`config.mk`:
```
export PLATFORM = sky130hd
export DESIGN_NAME = alarm_set_ctrl
export DESIGN_NICKNAME = d
export VERILOG_FILES = /design/src/rtl/alarm_set_ctrl.sv
export SDC_FILE = /design/constraint.sdc
export NUM_CORES = 1
export LEC_CHECK = 0
export ABC_AREA = 1
export CAP_MARGIN = 20
export CORE_ASPECT_RATIO = 0.8
export CORE_MARGIN = 5
export CORE_UTILIZATION = 40
export DETAILED_ROUTE_END_ITERATION = 8
export PLACE_DENSITY_LB_ADDON = 0.25
export SLEW_MARGIN = 30
export SYNTH_ARGS = -nofsm -noshare
export SYNTH_HDL_FRONTEND = slang
export SYNTH_SLANG_ARGS = --single-unit
```
`constraint.sdc`:
```
create_clock -name clk -period 4.21 [get_ports clk]
set_input_delay 1.0525 -clock clk [delete_from_list [all_inputs] [get_ports clk]]
set_output_delay 1.0525 -clock clk [all_outputs]
set_load 0.03 [all_outputs]
```
`src/rtl/alarm_set_ctrl.sv`:
```
// alarm_set_ctrl: button-driven hour/minute entry for the alarm clock core.
// Drives the core's BCD digit inputs and stretches every load/stop command
// to LD_HOLD cycles so the core's slow 1 s domain is sure to sample it.
// Optional feature macro: ALARM_SNOOZE_EN (snooze re-ring after SNOOZE_MIN minutes).
//
//  state  | meaning
//  IDLE   | waiting for a button; alarm stop / edit entry
//  T_HR   | editing hour of the time
//  T_MIN  | editing minute of the time
//  A_HR   | editing hour of the alarm
//  A_MIN  | editing minute of the alarm
//  LOAD_T | holding LD_time for LD_HOLD cycles
//  LOAD_A | holding LD_alarm for LD_HOLD cycles
//  STOP   | holding STOP_al for LD_HOLD cycles
module alarm_set_ctrl #(
  parameter int LD_HOLD    = 16,
  parameter int TIMEOUT    = 1000,
  parameter int SNOOZE_MIN = 5
) (
  input  logic       clk,
  input  logic       reset_n,
  input  logic       btn_set,
  input  logic       btn_inc,
  input  logic       btn_mode,
  input  logic       btn_alon,
  input  logic       btn_snooze,
  input  logic       min_tick,
  input  logic       alarm_in,
  output logic [1:0] H_in1,
  output logic [3:0] H_in0,
  output logic [3:0] M_in1,
  output logic [3:0] M_in0,
  output logic       LD_time,
  output logic       LD_alarm,
  output logic       STOP_al,
  output logic       AL_ON,
  output logic       ring,
  output logic       busy
);

  localparam int HW = $clog2(LD_HOLD + 1);
  localparam int TW = $clog2(TIMEOUT + 1);

  typedef enum logic [2:0] {
    S_IDLE, S_T_HR, S_T_MIN, S_A_HR, S_A_MIN, S_LOAD_T, S_LOAD_A, S_STOP
  } state_t;

  state_t          state_q, state_d;
  logic [4:0]      hour_q, hour_d;
  logic [5:0]      min_q, min_d;
  logic [HW-1:0]   hold_q, hold_d;
  logic [TW-1:0]   to_q, to_d;
  logic [1:0]      h1_q, h1_d;
  logic [3:0]      h0_q, h0_d, m1_q, m1_d, m0_q, m0_d;
  logic            ld_time_q, ld_time_d;
  logic            ld_alarm_q, ld_alarm_d;
  logic            stop_al_q, stop_al_d;
  logic            al_on_q, al_on_d;
  logic            ring_q, ring_d;
  logic            btn_any;
  logic            edit_timeout;
  logic            snooze_req;

`ifdef ALARM_SNOOZE_EN
  logic [3:0]      snz_cnt_q, snz_cnt_d;
  logic            snz_act_q, snz_act_d;
  logic            snz_ring_q, snz_ring_d;

  assign btn_any    = btn_set | btn_inc | btn_mode | btn_alon | btn_snooze;
  // Snooze only acts when nothing of higher priority was pressed.
  assign snooze_req = btn_snooze & ring_q & ~btn_set & ~btn_mode;
`else
  logic            unused_snooze_inputs;

  assign unused_snooze_inputs = btn_snooze ^ min_tick;
  assign btn_any    = btn_set | btn_inc | btn_mode | btn_alon;
  assign snooze_req = 1'b0;
`endif

  // The idle timer has expired only if no button arrives in this same cycle.
  assign edit_timeout = (to_q == '0) && !btn_any;

  // State register.
  always_ff @(posedge clk or negedge reset_n) begin
    if (!reset_n) state_q <= S_IDLE;
    else          state_q <= state_d;
  end

  // Next-state logic; mode beats set beats inc.
  always_comb begin
    state_d = state_q;
    case (state_q)
      S_IDLE: begin
        if (btn_mode)      state_d = S_A_HR;
        else if (btn_set)  state_d = alarm_in ? S_STOP : S_T_HR;
        else if (snooze_req) state_d = S_STOP;
      end
      S_T_HR: begin
        if (btn_mode)          state_d = S_IDLE;
        else if (btn_set)      state_d = S_T_MIN;
        else if (edit_timeout) state_d = S_IDLE;
      end
      S_T_MIN: begin
        if (btn_mode)          state_d = S_IDLE;
        else if (btn_set)      state_d = S_LOAD_T;
        else if (edit_timeout) state_d = S_IDLE;
      end
      S_A_HR: begin
        if (btn_mode)          state_d = S_IDLE;
        else if (btn_set)      state_d = S_A_MIN;
        else if (edit_timeout) state_d = S_IDLE;
      end
      S_A_MIN: begin
        if (btn_mode)          state_d = S_IDLE;
        else if (btn_set)      state_d = S_LOAD_A;
        else if (edit_timeout) state_d = S_IDLE;
      end
      S_LOAD_T, S_LOAD_A, S_STOP: begin
        if (hold_q == '0) state_d = S_IDLE;
      end
      default: state_d = S_IDLE;
    endcase
  end

  // Edit registers, command hold timer and idle timer.
  always_comb begin
    hour_d = hour_q;
    min_d  = min_q;
    hold_d = hold_q;
    to_d   = to_q;

    if (state_q == S_IDLE && (state_d == S_T_HR || state_d == S_A_HR)) begin
      hour_d = '0;
      min_d  = '0;
    end else if (btn_inc && !btn_set && !btn_mode) begin
      if (state_q == S_T_HR || state_q == S_A_HR)
        hour_d = (hour_q == 5'd23) ? 5'd0 : hour_q + 5'd1;
      else if (state_q == S_T_MIN || state_q == S_A_MIN)
        min_d = (min_q == 6'd59) ? 6'd0 : min_q + 6'd1;
    end

    // Loaded with LD_HOLD-1 so the state lasts exactly LD_HOLD cycles.
    if (state_d != state_q &&
        (state_d == S_LOAD_T || state_d == S_LOAD_A || state_d == S_STOP))
      hold_d = HW'(LD_HOLD - 1);
    else if (hold_q != '0)
      hold_d = hold_q - 1'b1;

    if (btn_any || state_d != state_q) to_d = TW'(TIMEOUT - 1);
    else if (to_q != '0)               to_d = to_q - 1'b1;
  end

  // Registered outputs: commands lag the state by one cycle, digits lag the edit regs.
  always_comb begin
    ld_time_d  = (state_q == S_LOAD_T);
    ld_alarm_d = (state_q == S_LOAD_A);
    stop_al_d  = (state_q == S_STOP);
    al_on_d    = al_on_q ^ btn_alon;
`ifdef ALARM_SNOOZE_EN
    ring_d     = alarm_in | snz_ring_q;
`else
    ring_d     = alarm_in;
`endif

    // Tens by range compare; units by 4-bit subtract of (10*tens mod 16).
    if (hour_q >= 5'd20)      begin h1_d = 2'd2; h0_d = hour_q[3:0] - 4'd4;  end
    else if (hour_q >= 5'd10) begin h1_d = 2'd1; h0_d = hour_q[3:0] - 4'd10; end
    else                      begin h1_d = 2'd0; h0_d = hour_q[3:0];         end

    if (min_q >= 6'd50)      begin m1_d = 4'd5; m0_d = min_q[3:0] - 4'd2;  end
    else if (min_q >= 6'd40) begin m1_d = 4'd4; m0_d = min_q[3:0] - 4'd8;  end
    else if (min_q >= 6'd30) begin m1_d = 4'd3; m0_d = min_q[3:0] - 4'd14; end
    else if (min_q >= 6'd20) begin m1_d = 4'd2; m0_d = min_q[3:0] - 4'd4;  end
    else if (min_q >= 6'd10) begin m1_d = 4'd1; m0_d = min_q[3:0] - 4'd10; end
    else                     begin m1_d = 4'd0; m0_d = min_q[3:0];         end
  end

`ifdef ALARM_SNOOZE_EN
  // Snooze countdown: armed by an accepted snooze, re-rings when it reaches zero.
  always_comb begin
    snz_cnt_d  = snz_cnt_q;
    snz_act_d  = snz_act_q;
    snz_ring_d = snz_ring_q;
    if ((state_q == S_IDLE && btn_set) || (al_on_q && btn_alon)) begin
      snz_cnt_d  = '0;
      snz_act_d  = 1'b0;
      snz_ring_d = 1'b0;
    end else if (state_q == S_IDLE && snooze_req) begin
      snz_cnt_d  = 4'(SNOOZE_MIN);
      snz_act_d  = 1'b1;
      snz_ring_d = 1'b0;
    end else if (snz_act_q && min_tick) begin
      snz_cnt_d = snz_cnt_q - 4'd1;
      if (snz_cnt_q == 4'd1) begin
        snz_act_d  = 1'b0;
        snz_ring_d = 1'b1;
      end
    end
  end

  // Snooze registers.
  always_ff @(posedge clk or negedge reset_n) begin
    if (!reset_n) begin
      snz_cnt_q  <= '0;
      snz_act_q  <= 1'b0;
      snz_ring_q <= 1'b0;
    end else begin
      snz_cnt_q  <= snz_cnt_d;
      snz_act_q  <= snz_act_d;
      snz_ring_q <= snz_ring_d;
    end
  end
`endif

  // Datapath and output registers.
  always_ff @(posedge clk or negedge reset_n) begin
    if (!reset_n) begin
      hour_q     <= '0;
      min_q      <= '0;
      hold_q     <= '0;
      to_q       <= '0;
      h1_q       <= '0;
      h0_q       <= '0;
      m1_q       <= '0;
      m0_q       <= '0;
      ld_time_q  <= 1'b0;
      ld_alarm_q <= 1'b0;
      stop_al_q  <= 1'b0;
      al_on_q    <= 1'b0;
      ring_q     <= 1'b0;
    end else begin
      hour_q     <= hour_d;
      min_q      <= min_d;
      hold_q     <= hold_d;
      to_q       <= to_d;
      h1_q       <= h1_d;
      h0_q       <= h0_d;
      m1_q       <= m1_d;
      m0_q       <= m0_d;
      ld_time_q  <= ld_time_d;
      ld_alarm_q <= ld_alarm_d;
      stop_al_q  <= stop_al_d;
      al_on_q    <= al_on_d;
      ring_q     <= ring_d;
    end
  end

  assign H_in1    = h1_q;
  assign H_in0    = h0_q;
  assign M_in1    = m1_q;
  assign M_in0    = m0_q;
  assign LD_time  = ld_time_q;
  assign LD_alarm = ld_alarm_q;
  assign STOP_al  = stop_al_q;
  assign AL_ON    = al_on_q;
  assign ring     = ring_q;
  assign busy     = (state_q != S_IDLE);

endmodule

```
=== Yosys cells after proc, flatten, opt, wreduce, memory -nomap -nowiden ===
Index checks and enable logic that the tools add are counted.

* Add/sub/neg operators: 11
* Magnitude comparators: 7
* Equal/unequal tests: 16
* Mux-type cells: 41
* Bitwise gates (word level): 4
* Reduce and logical (&&, ||, !) cells: 28

{| class="wikitable"
|+ Operators by type and width
! cell !! count
|-
| $mux 3 || 15
|-
| $mux 5 || 6
|-
| $mux 6 || 5
|-
| $mux 4 || 7
|-
| $eq 3x3->1 const B || 7
|-
| $mux 10 || 2
|-
| $pmux 3 s6 || 1
|-
| $sub 4x4->4 const B || 4
|-
| $ge 6x5->1 const B || 2
|-
| $ge 6x6->1 const B || 2
|-
| $logic_not 10->1 || 1
|-
| $reduce_bool 10->1 || 1
|-
| $reduce_bool 2->1 || 5
|-
| $sub 10x1->10 const B || 1
|-
| $eq 3x2->1 const B || 3
|-
| $sub 4x3->4 const B || 2
|-
| $add 6x1->6 const B || 1
|-
| $eq 3x1->1 const B || 2
|-
| $eq 6x6->1 const B || 1
|-
| $ge 6x4->1 const B || 1
|-
| $logic_or 1x1->1 || 6
|-
| $mux 2 || 3
|-
| $add 5x1->5 const B || 1
|-
| $eq 5x5->1 const B || 1
|-
| 18 further kinds || 27
|}

* Flip-flop bits (word level): 48
* Input bits: 9
* Output and inout bits: 20
* Word-level logic and storage cells: 121

=== Logic depth before layout (Yosys ltp) ===
Gate-level depths: netlist (run 1).

* Depth in word-level cells: 14
* Gate-level depth with buffers: 16
* Depth with buffers taken out: 16

=== Least setup slack after synthesis (run 1) ===
Ideal clock, no wire load.

* Path type: input-to-reg
* Start point: input port btn_inc
* End point: register to_q[2]
* Setup time: 0.127 ns
* Data arrival time: 2.208 ns
* Required time: 4.083 ns
* Setup slack: 1.875 ns
* Stages on the path: 13
* Buffers on the path: 0
* Path through: or2_1 nor2_2 nand3_2 nand2_1 nand2_1 nand2_1 nand2_1 nand2_1 nand2_1 nand2_1 nand2_4 nor2_8 nand3_1

* Word-level cells in the longest chain between the ends: 12
* Elaborated cells on any way between the ends: 19
* Those cells by class: eq/ne (1); mux (11); bitwise (3); reduce/logical (4)

{| class="wikitable"
|+ Ends and longest elaborated chain
! what !! RTL line !! text
|-
| start, declared || 23 || <nowiki>input logic btn_inc,</nowiki>
|-
| $or 1x1->1 (*) (3 in a row) || 76 || <nowiki>assign btn_any = btn_set | btn_inc | btn_mode | btn_alon;</nowiki>
|-
| $logic_not 1->1 || 81 || <nowiki>assign edit_timeout = (to_q == '0) && !btn_any;</nowiki>
|-
| $logic_and 1x1->1 || 81 ||
|-
| $mux 3 || -- ||
|-
| $mux 3, on equally long branches (2 in a row) || -- ||
|-
| $pmux 3 s6 || 92 || <nowiki>case (state_q)</nowiki>
|-
| $ne 3x3->1 || 149 || <nowiki>if (btn_any || state_d != state_q) to_d = TW'(TIMEOUT - 1);</nowiki>
|-
| $logic_or 1x1->1 (*) || 149 ||
|-
| $mux 10 / $reduce_bool 2->1 (equally long branches) || -- ||
|-
| end signal, assigned || 235 || <nowiki>to_q <= to_d;</nowiki>
|-
| end, declared || 52 || <nowiki>logic [TW-1:0] to_q, to_d;</nowiki>
|}

Mark *: on every way between the ends. The rest lies on a longest branch, timed or not.
A chain may end at the register's enable or synchronous reset.

=== Worst setup path after layout (run 1) ===
* Start point: register state_q[2]
* End point: output port busy

* Word-level cells in the longest chain between the ends: 1

{| class="wikitable"
|+ Ends and longest elaborated chain
! what !! RTL line !! text
|-
| start, declared || 48 || <nowiki>state_t state_q, state_d;</nowiki>
|-
| start signal, assigned || 86 || <nowiki>else state_q <= state_d;</nowiki>
|-
| $reduce_bool 3->1 || 257 || <nowiki>assign busy = (state_q != S_IDLE);</nowiki>
|-
| end, declared || 38 || <nowiki>output logic busy</nowiki>
|}

No other way between the ends.

==> flow_summary.html, run 1 <==
<table>
<tr><th>Metric</th><th>Value</th></tr>
<tr><th colspan="2">Die</th></tr>
<tr><td>Die area</td><td>8710 µm²</td></tr>
<tr><td>Initial core utilization</td><td>40.6%</td></tr>
<tr><td>Die width</td><td>103 µm</td></tr>
<tr><td>Core Box Area</td><td>slightly below 7000 µm²</td></tr>
<tr><td>DIE HEIGHT</td><td>84.5 µm</td></tr>
<tr><td>FP Rows</td><td>27</td></tr>
<tr><td>I/O pin count</td><td>29</td></tr>
<tr><th colspan="2">Setup path</th></tr>
<tr><td>Cell with the largest stage delay on the worst path</td><td>sky130_fd_sc_hd__clkdlybuf4s50_1</td></tr>
<tr><td>Worst Setup Start Kind</td><td>register</td></tr>
<tr><td>Depth of the most critical reg-to-reg path</td><td>15</td></tr>
<tr><td>Total buffers and inverters traversed by the critical path</td><td>2</td></tr>
<tr><td>Required arrival time at the worst endpoint</td><td>approximately 3.2 ns</td></tr>
<tr><td>Number of logic stages on the critical path including buffering</td><td>3</td></tr>
<tr><td>Worst endpoint data arrival time</td><td>1.75 ns</td></tr>
<tr><td>Crit Path Max Fanout</td><td>7</td></tr>
<tr><td>Kind of capture point of the worst setup path</td><td>output port</td></tr>
<tr><td>Cell chain of the critical path</td><td>inv_2 &gt; nand2_2 &gt; clkdlybuf4s50_1</td></tr>
<tr><td>Worst path max stage delay</td><td>0.69 ns</td></tr>
<tr><td>Kind of critical path</td><td>reg -&gt; out</td></tr>
<tr><td>Crit path max-delay family</td><td>buffers and inverters</td></tr>
<tr><th colspan="2">Flow run</th></tr>
<tr><td>Max Cap Violations</td><td>0</td></tr>
<tr><th colspan="2">Logic synthesis</th></tr>
<tr><td>Count of synthesis-stage warnings from yosys</td><td>0</td></tr>
<tr><td>Avg Cell Area, Syn</td><td>8.33 µm²</td></tr>
<tr><td>Post-synthesis cell count</td><td>333</td></tr>
<tr><td>Netlist Area Pre-Place</td><td>2770 µm²</td></tr>
<tr><td>Net count of the mapped netlist</td><td>364</td></tr>
<tr><td>Sequential fraction of the synthesis area</td><td>42.4%</td></tr>
<tr><td>Count of different cell masters after synthesis</td><td>36</td></tr>
<tr><td>Count of state elements after synthesis</td><td>47</td></tr>
<tr><th colspan="2">Routing</th></tr>
<tr><td>DR DRC count</td><td>0</td></tr>
<tr><td>Drt first-iter violations</td><td>103</td></tr>
<tr><td>Via Count</td><td>2195</td></tr>
<tr><td>Remaining antenna violation count after routing</td><td>0</td></tr>
<tr><td>Detail-routed via count per cell</td><td>4.88</td></tr>
<tr><td>Routed wire length per instance</td><td>12.1 µm</td></tr>
<tr><td>1st-pass router iterations</td><td>4</td></tr>
<tr><td>Total detailed-routing wirelength</td><td>5460 µm</td></tr>
<tr><th colspan="2">Finish</th></tr>
<tr><td>Ratio of cells with drive above 1 in the final layout</td><td>9.09%</td></tr>
<tr><td>Area added between synthesis and finish</td><td>16.7%</td></tr>
<tr><td>Total number of nets in the final design</td><td>around 390</td></tr>
<tr><td>Count of filler cells inserted in the layout</td><td>approximately 660</td></tr>
<tr><td>Antenna cells</td><td>0</td></tr>
<tr><th colspan="2">Power</th></tr>
<tr><td>Switching power as a share of total power</td><td>45.3%</td></tr>
<tr><td>Clock share of power</td><td>16.2%</td></tr>
<tr><td>Internal cell power</td><td>1.20 mW</td></tr>
<tr><td>Ratio of total power to cell area</td><td>676 nW/µm²</td></tr>
<tr><td>Share of total power in sequential cells</td><td>approximately a third</td></tr>
<tr><td>Largest vdd supply drop</td><td>221 µV</td></tr>
<tr><td>Static Leak</td><td>approximately 1.5 nW</td></tr>
<tr><td>Net switching power of the design</td><td>990 µW</td></tr>
<tr><td>Combinational Power Share</td><td>approximately half</td></tr>
<tr><th colspan="2">Timing</th></tr>
<tr><td>Hold Fails Final Rpt</td><td>0</td></tr>
<tr><td>Summed negative setup slack over all endpoints</td><td>0 ns</td></tr>
<tr><td>Final critical-path required period</td><td>2.80 ns</td></tr>
<tr><td>Final worst-path cycle share</td><td>66.5%</td></tr>
<tr><td>Unrepaired setup endpoints after global routing</td><td>false</td></tr>
<tr><td>Remaining max-slew budget at the tightest pin</td><td>60.4%</td></tr>
<tr><td>Count of pins over their slew limit</td><td>0</td></tr>
<tr><td>Slew at the pin with the worst max-slew slack</td><td>0.595 ns</td></tr>
<tr><td>Minimum setup slack in the final design</td><td>about 1.4 ns</td></tr>
<tr><td>Highest attainable clock frequency</td><td>between 0.3 and 0.4 GHz</td></tr>
<tr><td>Final Setup Violations</td><td>0</td></tr>
<tr><td>Setup Skew</td><td>approximately 0.0058 ns</td></tr>
<tr><th colspan="2">CTS</th></tr>
<tr><td>Buffers inserted by post-CTS timing repair</td><td>0</td></tr>
<tr><td>Number of buffers added to fix hold violations after cts</td><td>0</td></tr>
<tr><td>Clk Latency, worst-skew pair</td><td>about 0.3 ns</td></tr>
<tr><td>Number of sinks driven by the clock tree</td><td>47</td></tr>
<tr><td>Number of CTS-inserted buffers</td><td>5</td></tr>
<tr><td>CTS clk-pin slew, worst paths</td><td>~0.09 ns</td></tr>
<tr><td>CTS tree</td><td>built</td></tr>
<tr><td># resized after CTS</td><td>0</td></tr>
<tr><td>Number of levels in the clock H-tree</td><td>2</td></tr>
<tr><td>Clock buffer depth</td><td>2</td></tr>
<tr><td>Root Buffer</td><td>sky130_fd_sc_hd__clkbuf_8</td></tr>
<tr><th colspan="2">Placed design</th></tr>
<tr><td>Weighted congestion reported at the end of routability-driven placement</td><td>a little under 0.9</td></tr>
<tr><td>Number of buffer cells added on primary ports</td><td>25</td></tr>
<tr><td>Detailed placer's ending HPWL</td><td>4070 µm</td></tr>
<tr><td>Pre-CTS WS</td><td>about 1.1 ns</td></tr>
<tr><th colspan="2">Status</th></tr>
<tr><td>Run status</td><td>finished clean</td></tr>
<tr><th colspan="2">Global routing</th></tr>
<tr><td>Via count of the first global-routing pass</td><td>2093</td></tr>
<tr><td>Antenna violations before repair</td><td>0</td></tr>
<tr><td>Pin count of the biggest net entering global routing</td><td>48</td></tr>
<tr><td>Sum of overflow across all layers after global routing</td><td>0</td></tr>
<tr><td>Aggregate global-route resource usage</td><td>13.5%</td></tr>
<tr><td>Wire length of the first global-routing pass</td><td>between 9000 and 10000 µm</td></tr>
<tr><th colspan="2">Hold path</th></tr>
<tr><td>Instance count along the most critical hold path</td><td>0</td></tr>
<tr><td>Class of the tightest hold or removal check</td><td>reg -&gt; reg</td></tr>
</table>
-- layout by cell type, fill, tap and decap left out, types with 2 or more instances in the layout --
master / Yosys / routed
sky130_fd_sc_hd__nand2_2: 3 / 3
sky130_fd_sc_hd__clkbuf_8: 0 / 6
sky130_fd_sc_hd__ha_1: 22 / 22
sky130_fd_sc_hd__nand4_1: 5 / 5
sky130_fd_sc_hd__a21oi_1: 13 / 13
sky130_fd_sc_hd__nand3_1: 25 / 25
sky130_fd_sc_hd__inv_2: 7 / 7
sky130_fd_sc_hd__a31oi_1: 3 / 3
sky130_fd_sc_hd__xor2_1: 10 / 10
sky130_fd_sc_hd__nor2_2: 5 / 5
sky130_fd_sc_hd__nor2_1: 30 / 30
sky130_fd_sc_hd__nand2_1: 63 / 63
sky130_fd_sc_hd__xnor2_1: 7 / 7
sky130_fd_sc_hd__inv_1: 37 / 37
sky130_fd_sc_hd__o211ai_1: 3 / 3
sky130_fd_sc_hd__o21ai_1: 10 / 10
sky130_fd_sc_hd__nor3_1: 8 / 8
sky130_fd_sc_hd__nand2_4: 2 / 2
sky130_fd_sc_hd__clkdlybuf4s50_1: 0 / 24
sky130_fd_sc_hd__o21ai_0: 15 / 15
sky130_fd_sc_hd__dfrtp_1: 47 / 47
-- state kept, by name, summed over array words and instances, names as in the netlist --
signal and count:
M_in0 4, hour_q 5, AL_ON 1, H_in1 2, LD_alarm 1, STOP_al 1
state_q 3, H_in0 4, hold_q 5, M_in1 3, min_q 6, ring 1
LD_time 1, to_q 10
-- through the flow --
step                      instances  util [%]  hold WS (ns)  total power [mW]  instance area [µm²]
after floorplan                 333         -         0.397              1.52                 2770
after global placement          442      45.6         0.423              1.82                 3110
after detailed placement        442      45.6         0.421              1.84                 3110
after CTS                       450      47.4         0.457              2.20                 3240
after global routing            450      47.4         0.471              2.37                 3240
final                           450      47.4         0.449              2.19                 3240
-- final cells by class --
| class | count | area, µm² | share of cell area [%] |
|---|---|---|---|
| timing repair buffer | 25 | 248 | 7.66 |
| clock buffer | 6 | 82.6 | 2.55 |
| tap | 87 | 109 | 3.36 |
| clock inverter | 2 | 38.8 | 1.20 |
| inverter | 45 | 171 | 5.30 |
| sequential | 47 | 1180 | 36.3 |
| multi-input combinational | 238 | 1410 | 43.6 |
-- cells in the mapped netlist --
master | count | area share [%]
sky130_fd_sc_hd__nand2_1 | 63 | 8.5
sky130_fd_sc_hd__dfrtp_1 | 47 | 42
sky130_fd_sc_hd__inv_1 | 37 | 5.0
sky130_fd_sc_hd__nor2_1 | 30 | 4.1
sky130_fd_sc_hd__nand3_1 | 25 | 4.5
sky130_fd_sc_hd__ha_1 | 22 | 9.9
sky130_fd_sc_hd__o21ai_0 | 15 | 2.7
sky130_fd_sc_hd__a21oi_1 | 13 | 2.3
sky130_fd_sc_hd__o21ai_1 | 10 | 1.8
sky130_fd_sc_hd__xor2_1 | 10 | 3.2
sky130_fd_sc_hd__nor3_1 | 8 | 1.4
sky130_fd_sc_hd__inv_2 | 7 | 0.95
sky130_fd_sc_hd__xnor2_1 | 7 | 2.2
sky130_fd_sc_hd__nand4_1 | 5 | 1.1
sky130_fd_sc_hd__nor2_2 | 5 | 1.1
sky130_fd_sc_hd__a31oi_1 | 3 | 0.68
sky130_fd_sc_hd__nand2_2 | 3 | 0.68
sky130_fd_sc_hd__o211ai_1 | 3 | 0.81
sky130_fd_sc_hd__clkbuf_1 | 2 | 0.27
sky130_fd_sc_hd__nand2_4 | 2 | 0.81
sky130_fd_sc_hd__a21boi_0 | 1 | 0.27
sky130_fd_sc_hd__a21boi_1 | 1 | 0.27
sky130_fd_sc_hd__a221oi_1 | 1 | 0.32
sky130_fd_sc_hd__buf_4 | 1 | 0.27
sky130_fd_sc_hd__conb_1 | 1 | 0.14
sky130_fd_sc_hd__inv_4 | 1 | 0.23
sky130_fd_sc_hd__nand3_2 | 1 | 0.36
sky130_fd_sc_hd__nand3_4 | 1 | 0.63
sky130_fd_sc_hd__nand4_2 | 1 | 0.45
sky130_fd_sc_hd__nor2_4 | 1 | 0.41
sky130_fd_sc_hd__nor2_8 | 1 | 0.72
sky130_fd_sc_hd__o21a_1 | 1 | 0.27
sky130_fd_sc_hd__o21ai_2 | 1 | 0.32
sky130_fd_sc_hd__o221ai_1 | 1 | 0.32
sky130_fd_sc_hd__or2_1 | 1 | 0.23
sky130_fd_sc_hd__or3_1 | 1 | 0.23
-- power by group through the flow --
stage | clock (mW) | sequential, mW | combinational (mW)
global route | 0.383 | 0.749 | 1.24
global placement | 0 | 0.733 | 1.09
CTS | 0.365 | 0.728 | 1.11
floorplan | 0 | 0.821 | 0.701
detailed placement | 0 | 0.735 | 1.11
finish | 0.354 | 0.726 | 1.11
-- final timing paths --
check                                      from                  end  slack [ns]
max                        state_q[2]$_DFF_PN0_                 busy        1.41
min                        min_q[0]$_DFFE_PN0P_   M_in0[0]$_DFF_PN0_        0.45
max reg2reg                 to_q[0]$_DFFE_PN0P_  to_q[9]$_DFFE_PN0P_        2.08
min reg2reg                min_q[0]$_DFFE_PN0P_   M_in0[0]$_DFF_PN0_        0.45
max in group asynchronous               reset_n    LD_time$_DFF_PN0_        3.06
min in group asynchronous               reset_n   H_in1[0]$_DFF_PN0_        0.75
-- per-layer routing --
metal / track usage (%) / vias to the layer above / wire [µm]
met2: 20.7 / 35 / 2540
met3: 3.41 / 4 / 226
met4: 3.18 / 0 / 36
met5: 0 / - / 0
met1: 18.9 / 1024 / 2660
li1: - / 1132 / -
-- cells by family after synthesis --
kind of cell             share of synthesized area, %
flip-flops                                       42.4
AND/OR/NAND/NOR                                  25.3
XOR/XNOR                                         5.37
other                                           0.135
buffers and inverters                            6.72
adder cells (fa/ha/maj)                          9.93
AO/OA/AOI/OAI                                    10.1
Note: power is estimated with default switching activity, not from simulation.
==> run 2: changes to the inputs <==
==> constraint.sdc (replaced) <==
create_clock -name clk -period 2.5 [get_ports clk]
set_input_delay 0.625 -clock clk [delete_from_list [all_inputs] [get_ports clk]]
set_output_delay 0.625 -clock clk [all_outputs]
set_load 0.03 [all_outputs]
==> flow_summary.html, run 2 (synthesis results as in run 1) <==
<table>
<tr><th>Metric</th><th>Value</th></tr>
<tr><th colspan="2">Status</th></tr>
<tr><td>Run status</td><td>finished clean</td></tr>
<tr><th colspan="2">Finish</th></tr>
<tr><td>Number of flip-flops under the largest register name</td><td>10</td></tr>
<tr><td>Total number of nets in the final design</td><td>400</td></tr>
<tr><td>Commonest cells after routing, fill and taps aside</td><td>sky130_fd_sc_hd__nand2_1 (63), sky130_fd_sc_hd__dfrtp_1 (47), sky130_fd_sc_hd__inv_1 (37), sky130_fd_sc_hd__nor2_1 (30), sky130_fd_sc_hd__nand3_1 (25)</td></tr>
<tr><td>Reg with most FFs</td><td>to_q</td></tr>
<tr><td>Antenna cells</td><td>0</td></tr>
<tr><td>Ratio of cells with drive above 1 in the final layout</td><td>10.5%</td></tr>
<tr><td>Post-route standard cell area excluding fillers</td><td>about 3200 µm²</td></tr>
<tr><td>Commonest non-fill, non-tap cell in the layout</td><td>sky130_fd_sc_hd__nand2_1</td></tr>
<tr><td>Area added between synthesis and finish</td><td>17.2%</td></tr>
<tr><td>Post-Route Utilization</td><td>47.6%</td></tr>
<tr><td>Regs by FF count</td><td>to_q: 10 flops, min_q: 6 flops</td></tr>
<tr><th colspan="2">Timing</th></tr>
<tr><td>Unrepaired setup endpoints after global routing</td><td>false</td></tr>
<tr><td>Final critical-path required period</td><td>2.38 ns</td></tr>
<tr><td>Remaining max-slew budget at the tightest pin</td><td>59.8%</td></tr>
<tr><td>Final hold slack</td><td>0.398 ns</td></tr>
<tr><td>Highest attainable clock frequency</td><td>between 0.4 and 0.5 GHz</td></tr>
<tr><td>Count of pins over their slew limit</td><td>0</td></tr>
<tr><td>Final worst-path cycle share</td><td>95.3%</td></tr>
<tr><td>Final Setup Violations</td><td>0</td></tr>
<tr><td>Slew at the pin with the worst max-slew slack</td><td>0.604 ns</td></tr>
<tr><td>Minimum setup slack in the final design</td><td>0.119 ns</td></tr>
<tr><td>Hold Fails Final Rpt</td><td>0</td></tr>
<tr><td>Setup Skew</td><td>around 0.0046 ns</td></tr>
<tr><th colspan="2">Setup path</th></tr>
<tr><td>Kind of capture point of the worst setup path</td><td>output port</td></tr>
<tr><td>Register-to-register setup slack</td><td>0.46 ns</td></tr>
<tr><td>Required arrival time at the worst endpoint</td><td>1.88 ns</td></tr>
<tr><td>Worst reg2reg startpoint</td><td>to_q[0]$_DFFE_PN0P_</td></tr>
<tr><td>Kind of critical path</td><td>reg -&gt; out</td></tr>
<tr><td>Depth of the most critical reg-to-reg path</td><td>15</td></tr>
<tr><td>Capture point of the worst reg-to-reg path</td><td>to_q[5]$_DFFE_PN0P_</td></tr>
<tr><td>Crit Path Max Fanout</td><td>7</td></tr>
<tr><td>Worst Setup Start Kind</td><td>register</td></tr>
<tr><td>Worst setup path start</td><td>state_q[2]$_DFF_PN0_</td></tr>
<tr><td>Worst endpoint data arrival time</td><td>1.76 ns</td></tr>
<tr><td>Worst setup path endpoint</td><td>busy</td></tr>
<tr><th colspan="2">Hold path</th></tr>
<tr><td>Class of the tightest hold or removal check</td><td>in -&gt; async</td></tr>
<tr><th colspan="2">Power</th></tr>
<tr><td>Net switching power of the design</td><td>1.65 mW</td></tr>
<tr><td>Clock share of power</td><td>12.7%</td></tr>
<tr><td>Ratio of total power to cell area</td><td>1090 nW/µm²</td></tr>
<tr><td>Switching power as a share of total power</td><td>46.5%</td></tr>
<tr><td>Largest vdd supply drop</td><td>444 µV</td></tr>
<tr><td>Static Leak</td><td>1.55 nW</td></tr>
<tr><td>Share of total power in sequential cells</td><td>34.5%</td></tr>
<tr><td>Internal cell power</td><td>roughly 1.9 mW</td></tr>
<tr><td>Combinational Power Share</td><td>around 53%</td></tr>
<tr><th colspan="2">CTS</th></tr>
<tr><td>Buffers inserted by post-CTS timing repair</td><td>0</td></tr>
<tr><td>Number of levels in the clock H-tree</td><td>2</td></tr>
<tr><td># resized after CTS</td><td>0</td></tr>
<tr><td>Root Buffer</td><td>sky130_fd_sc_hd__clkbuf_8</td></tr>
<tr><td>Number of sinks driven by the clock tree</td><td>47</td></tr>
<tr><td>Number of buffers added to fix hold violations after cts</td><td>0</td></tr>
<tr><td>Clock buffer depth</td><td>2</td></tr>
<tr><td>CTS clk-pin slew, worst paths</td><td>around 0.09 ns</td></tr>
<tr><td>CTS tree</td><td>built</td></tr>
<tr><td>Clk Latency, worst-skew pair</td><td>roughly 0.30 ns</td></tr>
<tr><td>Number of CTS-inserted buffers</td><td>5</td></tr>
<tr><th colspan="2">Routing</th></tr>
<tr><td>1st-pass router iterations</td><td>4</td></tr>
<tr><td>Detail-routed via count per cell</td><td>between 4 and 5</td></tr>
<tr><td>Total detailed-routing wirelength</td><td>5370 µm</td></tr>
<tr><td>Remaining antenna violation count after routing</td><td>0</td></tr>
<tr><td>DR DRC count</td><td>0</td></tr>
<tr><td>Via Count</td><td>~2200</td></tr>
<tr><td>Drt first-iter violations</td><td>77</td></tr>
<tr><td>Routed wire length per instance</td><td>11.7 µm</td></tr>
<tr><th colspan="2">Placed design</th></tr>
<tr><td>Number of buffer cells added on primary ports</td><td>25</td></tr>
<tr><td>Pre-CTS WS</td><td>-0.0101 ns</td></tr>
<tr><td>Placed Area</td><td>between 3000 and 4000 µm²</td></tr>
<tr><td>Weighted congestion reported at the end of routability-driven placement</td><td>0.883</td></tr>
<tr><td>Detailed placer's ending HPWL</td><td>4070 µm</td></tr>
<tr><th colspan="2">Global routing</th></tr>
<tr><td>Aggregate global-route resource usage</td><td>13.8%</td></tr>
<tr><td>Met3 Use GR</td><td>3.07%</td></tr>
<tr><td>Global Route met2 Usage</td><td>roughly 21%</td></tr>
<tr><td>Via count of the first global-routing pass</td><td>2087</td></tr>
<tr><td>Sum of overflow across all layers after global routing</td><td>0</td></tr>
<tr><td>Antenna violations before repair</td><td>0</td></tr>
<tr><td>Wire length of the first global-routing pass</td><td>9750 µm</td></tr>
<tr><td>Fraction of met1 tracks used by global routing</td><td>20.2%</td></tr>
<tr><td>Pin count of the biggest net entering global routing</td><td>between 40 and 50</td></tr>
<tr><td>Global-route layer with the greatest usage</td><td>met2</td></tr>
<tr><th colspan="2">Die</th></tr>
<tr><td>Die area</td><td>8710 µm²</td></tr>
<tr><td>Core Box Area</td><td>6820 µm²</td></tr>
<tr><td>I/O pin count</td><td>29</td></tr>
<tr><td>Die width</td><td>103 µm</td></tr>
<tr><td>DIE HEIGHT</td><td>84.5 µm</td></tr>
<tr><td>FP Rows</td><td>27</td></tr>
<tr><td>Initial core utilization</td><td>40.6%</td></tr>
<tr><th colspan="2">Flow run</th></tr>
<tr><td>Max Cap Violations</td><td>0</td></tr>
</table>
## run 2: final cells by class
class / count / area [µm²]
clock buffer: 6 / 72.6
sequential: 47 / 1180
timing repair buffer: 32 / 298
tap: 87 / 109
multi-input combinational: 238 / 1410
inverter: 45 / 171
fill: 660 / 3570
clock inverter: 2 / 12.5
## run 2: routing by layer
metal,routed length (µm),vias up
met5,0,-
met1,2760,994
met3,194,5
met4,41,0
li1,-,1149
met2,2370,25
## run 2: through the flow
step                      power [mW]  TNS, ns  std cells
after floorplan                 2.56        0        333
after global placement          3.10        0        449
after detailed placement        3.12  -0.0101        449
after CTS                       3.59        0        457
after global routing            3.88        0        457
final                           3.55        0        457
## run 2: critical path, stage by stage (launching register included)
cell	delay, ns
sky130_fd_sc_hd__dfrtp_1	0.50
sky130_fd_sc_hd__inv_2	0.13
sky130_fd_sc_hd__nand2_2	0.15
sky130_fd_sc_hd__clkdlybuf4s50_1	0.69
## run 2: worst min path at each step
| stage | from | to | slack (ns) | cells past startpoint |
|---|---|---|---|---|
| 5_1_grt | hour_q[0]$_DFFE_PN0P_ | H_in0[0]$_DFF_PN0_ | 0.47 | 0 |
| 4_1_cts | reset_n | H_in1[0]$_DFF_PN0_ | 0.44 | 2 |
| 3_5_place_dp | hour_q[0]$_DFFE_PN0P_ | H_in0[0]$_DFF_PN0_ | 0.42 | 0 |
| 3_3_place_gp | min_q[0]$_DFFE_PN0P_ | M_in0[0]$_DFF_PN0_ | 0.43 | 0 |
| 2_1_floorplan | reset_n | AL_ON$_DFF_PN0_ | 0.33 | 0 |
| 6_report | reset_n | H_in0[1]$_DFF_PN0_ | 0.40 | 2 |
## run 2: power groups by stage
stage	logic [mW]	clock network, mW	registers, mW
after floorplan	1.18	0	1.38
after detailed placement	1.89	0	1.24
final	1.88	0.450	1.23
after global placement	1.86	0	1.24
after global routing	2.11	0.512	1.26
after CTS	1.89	0.470	1.22
==> run 3: changes to the inputs <==
--- a/config.mk
+++ b/config.mk
@@ -5,13 +5,13 @@
 export SDC_FILE = /design/constraint.sdc
 export NUM_CORES = 1
 export LEC_CHECK = 0
-export ABC_AREA = 1
 export CAP_MARGIN = 20
 export CORE_ASPECT_RATIO = 0.8
 export CORE_MARGIN = 5
 export CORE_UTILIZATION = 40
 export DETAILED_ROUTE_END_ITERATION = 8
 export PLACE_DENSITY_LB_ADDON = 0.25
+export SKIP_LAST_GASP = 1
 export SLEW_MARGIN = 30
 export SYNTH_ARGS = -nofsm -noshare
 export SYNTH_HDL_FRONTEND = slang
==> flow_summary.html, run 3 <==
<table>
<tr><th>Metric</th><th>Value</th></tr>
<tr><th colspan="2">Logic synthesis</th></tr>
<tr><td>Most common flop cell mapped by yosys</td><td>sky130_fd_sc_hd__dfrtp_1</td></tr>
<tr><td>Synth area leader</td><td>sky130_fd_sc_hd__dfrtp_1</td></tr>
<tr><td>EDFF count, synth</td><td>0</td></tr>
<tr><td>Leading cell types by count after synthesis</td><td>sky130_fd_sc_hd__dfrtp_1 (47), sky130_fd_sc_hd__nor2_1 (27), sky130_fd_sc_hd__nand2_1 (24)</td></tr>
<tr><td>Post-synthesis simple-gate area fraction</td><td>21.2%</td></tr>
<tr><td>Net count of the mapped netlist</td><td>between 300 and 400</td></tr>
<tr><td>Compound-cell area share of the yosys netlist</td><td>between 15 and 20%</td></tr>
<tr><td>Synth Area in Adders</td><td>9.95%</td></tr>
<tr><td>Async set-or-reset flop fraction in the synthesized netlist</td><td>100%</td></tr>
<tr><td>Dominant combinational cell family by area after synthesis</td><td>simple AND/OR/NAND/NOR gates</td></tr>
<tr><td>Area share of the leading cell type in the synthesized netlist</td><td>41.0%</td></tr>
<tr><td>Sequential fraction of the synthesis area</td><td>around 41%</td></tr>
<tr><td>Count of state elements after synthesis</td><td>47</td></tr>
<tr><td>Post-synthesis cell count</td><td>305</td></tr>
<tr><td>Fraction of synthesized cell area in xor and xnor cells</td><td>4.58%</td></tr>
<tr><td>Count of synthesis-stage warnings from yosys</td><td>0</td></tr>
<tr><td>Leading cell type by number of instances after synthesis</td><td>sky130_fd_sc_hd__dfrtp_1</td></tr>
<tr><td>Count of different cell masters after synthesis</td><td>51</td></tr>
<tr><td>Netlist Area Pre-Place</td><td>2870 µm²</td></tr>
<tr><td>Cell types with the largest area share after synthesis</td><td>sky130_fd_sc_hd__dfrtp_1 (41%), sky130_fd_sc_hd__ha_1 (9.6%), sky130_fd_sc_hd__nor2_1 (3.5%), sky130_fd_sc_hd__a21oi_1 (3.1%), sky130_fd_sc_hd__nand2_1 (3.1%)</td></tr>
<tr><td>Avg Cell Area, Syn</td><td>about 9.4 µm²</td></tr>
<tr><td>Multiplexer fraction of the synthesized cell area</td><td>2.23%</td></tr>
<tr><th colspan="2">Global routing</th></tr>
<tr><td>Wire length of the first global-routing pass</td><td>10400 µm</td></tr>
<tr><td>Aggregate global-route resource usage</td><td>13.7%</td></tr>
<tr><td>Pin count of the biggest net entering global routing</td><td>between 40 and 50</td></tr>
<tr><td>Antenna violations before repair</td><td>0</td></tr>
<tr><td>Sum of overflow across all layers after global routing</td><td>0</td></tr>
<tr><td>Via count of the first global-routing pass</td><td>2229</td></tr>
<tr><th colspan="2">Placed design</th></tr>
<tr><td>Pre-CTS WS</td><td>-0.284 ns</td></tr>
<tr><td>Placed Area</td><td>approximately 3300 µm²</td></tr>
<tr><td>Detailed placer's ending HPWL</td><td>4280 µm</td></tr>
<tr><td>Weighted congestion reported at the end of routability-driven placement</td><td>0.872</td></tr>
<tr><td>Number of buffer cells added on primary ports</td><td>25</td></tr>
<tr><th colspan="2">Routing</th></tr>
<tr><td>Total detailed-routing wirelength</td><td>5900 µm</td></tr>
<tr><td>DR DRC count</td><td>0</td></tr>
<tr><td>Remaining antenna violation count after routing</td><td>0</td></tr>
<tr><td>Detail-routed via count per cell</td><td>about 5.4</td></tr>
<tr><td>1st-pass router iterations</td><td>4</td></tr>
<tr><td>Via Count</td><td>2341</td></tr>
<tr><td>Drt first-iter violations</td><td>slightly below 80</td></tr>
<tr><td>Routed wire length per instance</td><td>roughly 13 µm</td></tr>
<tr><th colspan="2">CTS</th></tr>
<tr><td>Root Buffer</td><td>sky130_fd_sc_hd__clkbuf_8</td></tr>
<tr><td>Number of levels in the clock H-tree</td><td>2</td></tr>
<tr><td>CTS clk-pin slew, worst paths</td><td>0.09 ns</td></tr>
<tr><td>CTS tree</td><td>built</td></tr>
<tr><td>Buffers inserted by post-CTS timing repair</td><td>0</td></tr>
<tr><td>Clk Latency, worst-skew pair</td><td>0.29 ns</td></tr>
<tr><td>Number of CTS-inserted buffers</td><td>5</td></tr>
<tr><td>Clock buffer depth</td><td>2</td></tr>
<tr><td>Number of sinks driven by the clock tree</td><td>47</td></tr>
<tr><th colspan="2">Timing</th></tr>
<tr><td>Final critical-path required period</td><td>between 2 and 2.5 ns</td></tr>
<tr><td>Summed negative setup slack over all endpoints</td><td>0 ns</td></tr>
<tr><td>Remaining max-slew budget at the tightest pin</td><td>roughly 60%</td></tr>
<tr><td>Final hold slack</td><td>0.415 ns</td></tr>
<tr><td>Final Setup Violations</td><td>0</td></tr>
<tr><td>Minimum setup slack in the final design</td><td>0.202 ns</td></tr>
<tr><td>Hold Fails Final Rpt</td><td>0</td></tr>
<tr><td>Setup Skew</td><td>0.0101 ns</td></tr>
<tr><td>Count of pins over their slew limit</td><td>0</td></tr>
<tr><td>Slew at the pin with the worst max-slew slack</td><td>around 0.6 ns</td></tr>
<tr><td>Final worst-path cycle share</td><td>91.9%</td></tr>
<tr><td>Highest attainable clock frequency</td><td>approximately 0.44 GHz</td></tr>
<tr><td>Unrepaired setup endpoints after global routing</td><td>false</td></tr>
<tr><th colspan="2">Finish</th></tr>
<tr><td>Sequential Area</td><td>between 1000 and 1500 µm²</td></tr>
<tr><td>Post-route standard cell area excluding fillers</td><td>3480 µm²</td></tr>
<tr><td>Antenna cells</td><td>0</td></tr>
<tr><td>Commonest non-fill, non-tap cell in the layout</td><td>sky130_fd_sc_hd__dfrtp_1</td></tr>
<tr><td>Number of flip-flops under the largest register name</td><td>10</td></tr>
<tr><td>Area taken by multi-input logic gates</td><td>around 1600 µm²</td></tr>
<tr><td>Reg with most FFs</td><td>to_q</td></tr>
<tr><td>Total number of nets in the final design</td><td>380</td></tr>
<tr><td>Regs by FF count</td><td>to_q: 10 flops, min_q: 6 flops</td></tr>
<tr><td>Count of filler cells inserted in the layout</td><td>between 600 and 700</td></tr>
<tr><td>Area added between synthesis and finish</td><td>21.3%</td></tr>
<tr><td>Ratio of cells with drive above 1 in the final layout</td><td>12.0%</td></tr>
<tr><td>Commonest cells after routing, fill and taps aside</td><td>sky130_fd_sc_hd__dfrtp_1 (47), sky130_fd_sc_hd__nor2_1 (27), sky130_fd_sc_hd__nand2_1 (24), sky130_fd_sc_hd__buf_4 (24), sky130_fd_sc_hd__clkdlybuf4s50_1 (23)</td></tr>
<tr><th colspan="2">Setup path</th></tr>
<tr><td>Kind of critical path</td><td>in -&gt; reg</td></tr>
<tr><td>Kind of capture point of the worst setup path</td><td>register</td></tr>
<tr><td>Required arrival time at the worst endpoint</td><td>2.70 ns</td></tr>
<tr><td>Worst endpoint data arrival time</td><td>roughly 2.5 ns</td></tr>
<tr><td>Depth of the most critical reg-to-reg path</td><td>8</td></tr>
<tr><td>Worst Setup Start Kind</td><td>primary input</td></tr>
<tr><td>Crit Path Max Fanout</td><td>10</td></tr>
<tr><th colspan="2">Flow run</th></tr>
<tr><td>Max Cap Violations</td><td>0</td></tr>
<tr><th colspan="2">Die</th></tr>
<tr><td>DIE HEIGHT</td><td>85.7 µm</td></tr>
<tr><td>I/O pin count</td><td>29</td></tr>
<tr><td>Die area</td><td>roughly 9000 µm²</td></tr>
<tr><td>Initial core utilization</td><td>approximately two fifths</td></tr>
<tr><td>Core Box Area</td><td>slightly below 7000 µm²</td></tr>
<tr><td>Die width</td><td>approximately 100 µm</td></tr>
<tr><td>FP Rows</td><td>27</td></tr>
<tr><th colspan="2">Status</th></tr>
<tr><td>Run status</td><td>finished clean</td></tr>
<tr><th colspan="2">Power</th></tr>
<tr><td>Total power draw</td><td>around 3.7 mW</td></tr>
<tr><td>Static Leak</td><td>1.53 nW</td></tr>
<tr><td>Largest vdd supply drop</td><td>488 µV</td></tr>
<tr><td>Ratio of total power to cell area</td><td>~1100 nW/µm²</td></tr>
<tr><th colspan="2">Hold path</th></tr>
<tr><td>Class of the tightest hold or removal check</td><td>in -&gt; async</td></tr>
</table>
run 3: cell count changes after synthesis, sizes merged, moves of 7 or more:
cell    delta
nand2     -44
inv       -26
clkbuf     +7
nor2      -10
nand3     -13
o21ai      -9
run 3: cell families (layout without fill, tap and decap cells):
family / Yosys count / after routing
xor+xnor: 15 / 15
flops: 47 / 47
other cells: 1 / 1
buf+inv: 31 / 76
compound gates: 67 / 67
simple gates: 115 / 115
mux: 6 / 6
fa+ha+maj: 23 / 23
run 3: report_power, final:
group / internal [mW] / switching [mW] / total [mW]
Clock: 0.400 / 0.260 / 0.660
Sequential: 0.973 / 0.191 / 1.16
Combinational: 0.809 / 1.05 / 1.85
Total: 2.18 / 1.50 / 3.68
run 3: stage by stage:
step           util (%)  std cells
4_1_cts            50.1        437
3_3_place_gp       48.2        429
6_report           50.2        437
3_5_place_dp       48.2        429
2_1_floorplan         -        305
5_1_grt            50.2        437
run 3: area by class of cell:
type	instances	share of cell area (%)
tap	87	3.13
clock inverter	2	1.73
timing repair buffer	49	12.2
inverter	19	2.05
multi-input combinational	227	45.0
sequential	47	33.8
clock buffer	6	2.09
run 3: worst max-delay path, stage by stage:
cell	delay, ns
sky130_fd_sc_hd__clkdlybuf4s50_1	0.50
sky130_fd_sc_hd__nor4_1	0.31
sky130_fd_sc_hd__buf_4	0.17
sky130_fd_sc_hd__nand4_1	0.12
sky130_fd_sc_hd__a211oi_1	0.42
sky130_fd_sc_hd__nor4b_4	0.15
sky130_fd_sc_hd__and3b_1	0.21
run 3: final timing paths:
kind	endpoint	slack, ns	startpoint
worst max-delay path	to_q[4]$_DFFE_PN0P_	0.20	btn_set
worst min-delay path	to_q[2]$_DFFE_PN0P_	0.42	reset_n
worst max register to register	M_in0[3]$_DFF_PN0_	0.36	min_q[2]$_DFFE_PN0P_
worst min register to register	AL_ON$_DFF_PN0_	0.47	AL_ON$_DFF_PN0_
max in group asynchronous	to_q[9]$_DFFE_PN0P_	1.68	reset_n
min in group clk	AL_ON$_DFF_PN0_	0.47	AL_ON$_DFF_PN0_
run 3: repair_timing:
action	CTS	global route
resized for setup	1	1
setup endpoints to repair	1	10
hold buffers	0	0
run 3: layer usage:
layer / part of all wire [%] / routed length (µm) / GRT usage, % / vias up
met3: 3.5 / 204 / 2.78 / 2
met5: 0 / 0 / 0 / -
li1: - / - / - / 1165
met4: 0.68 / 40 / 3.37 / 0
met2: 47 / 2760 / 22.4 / 49
met1: 49 / 2900 / 18.7 / 1125
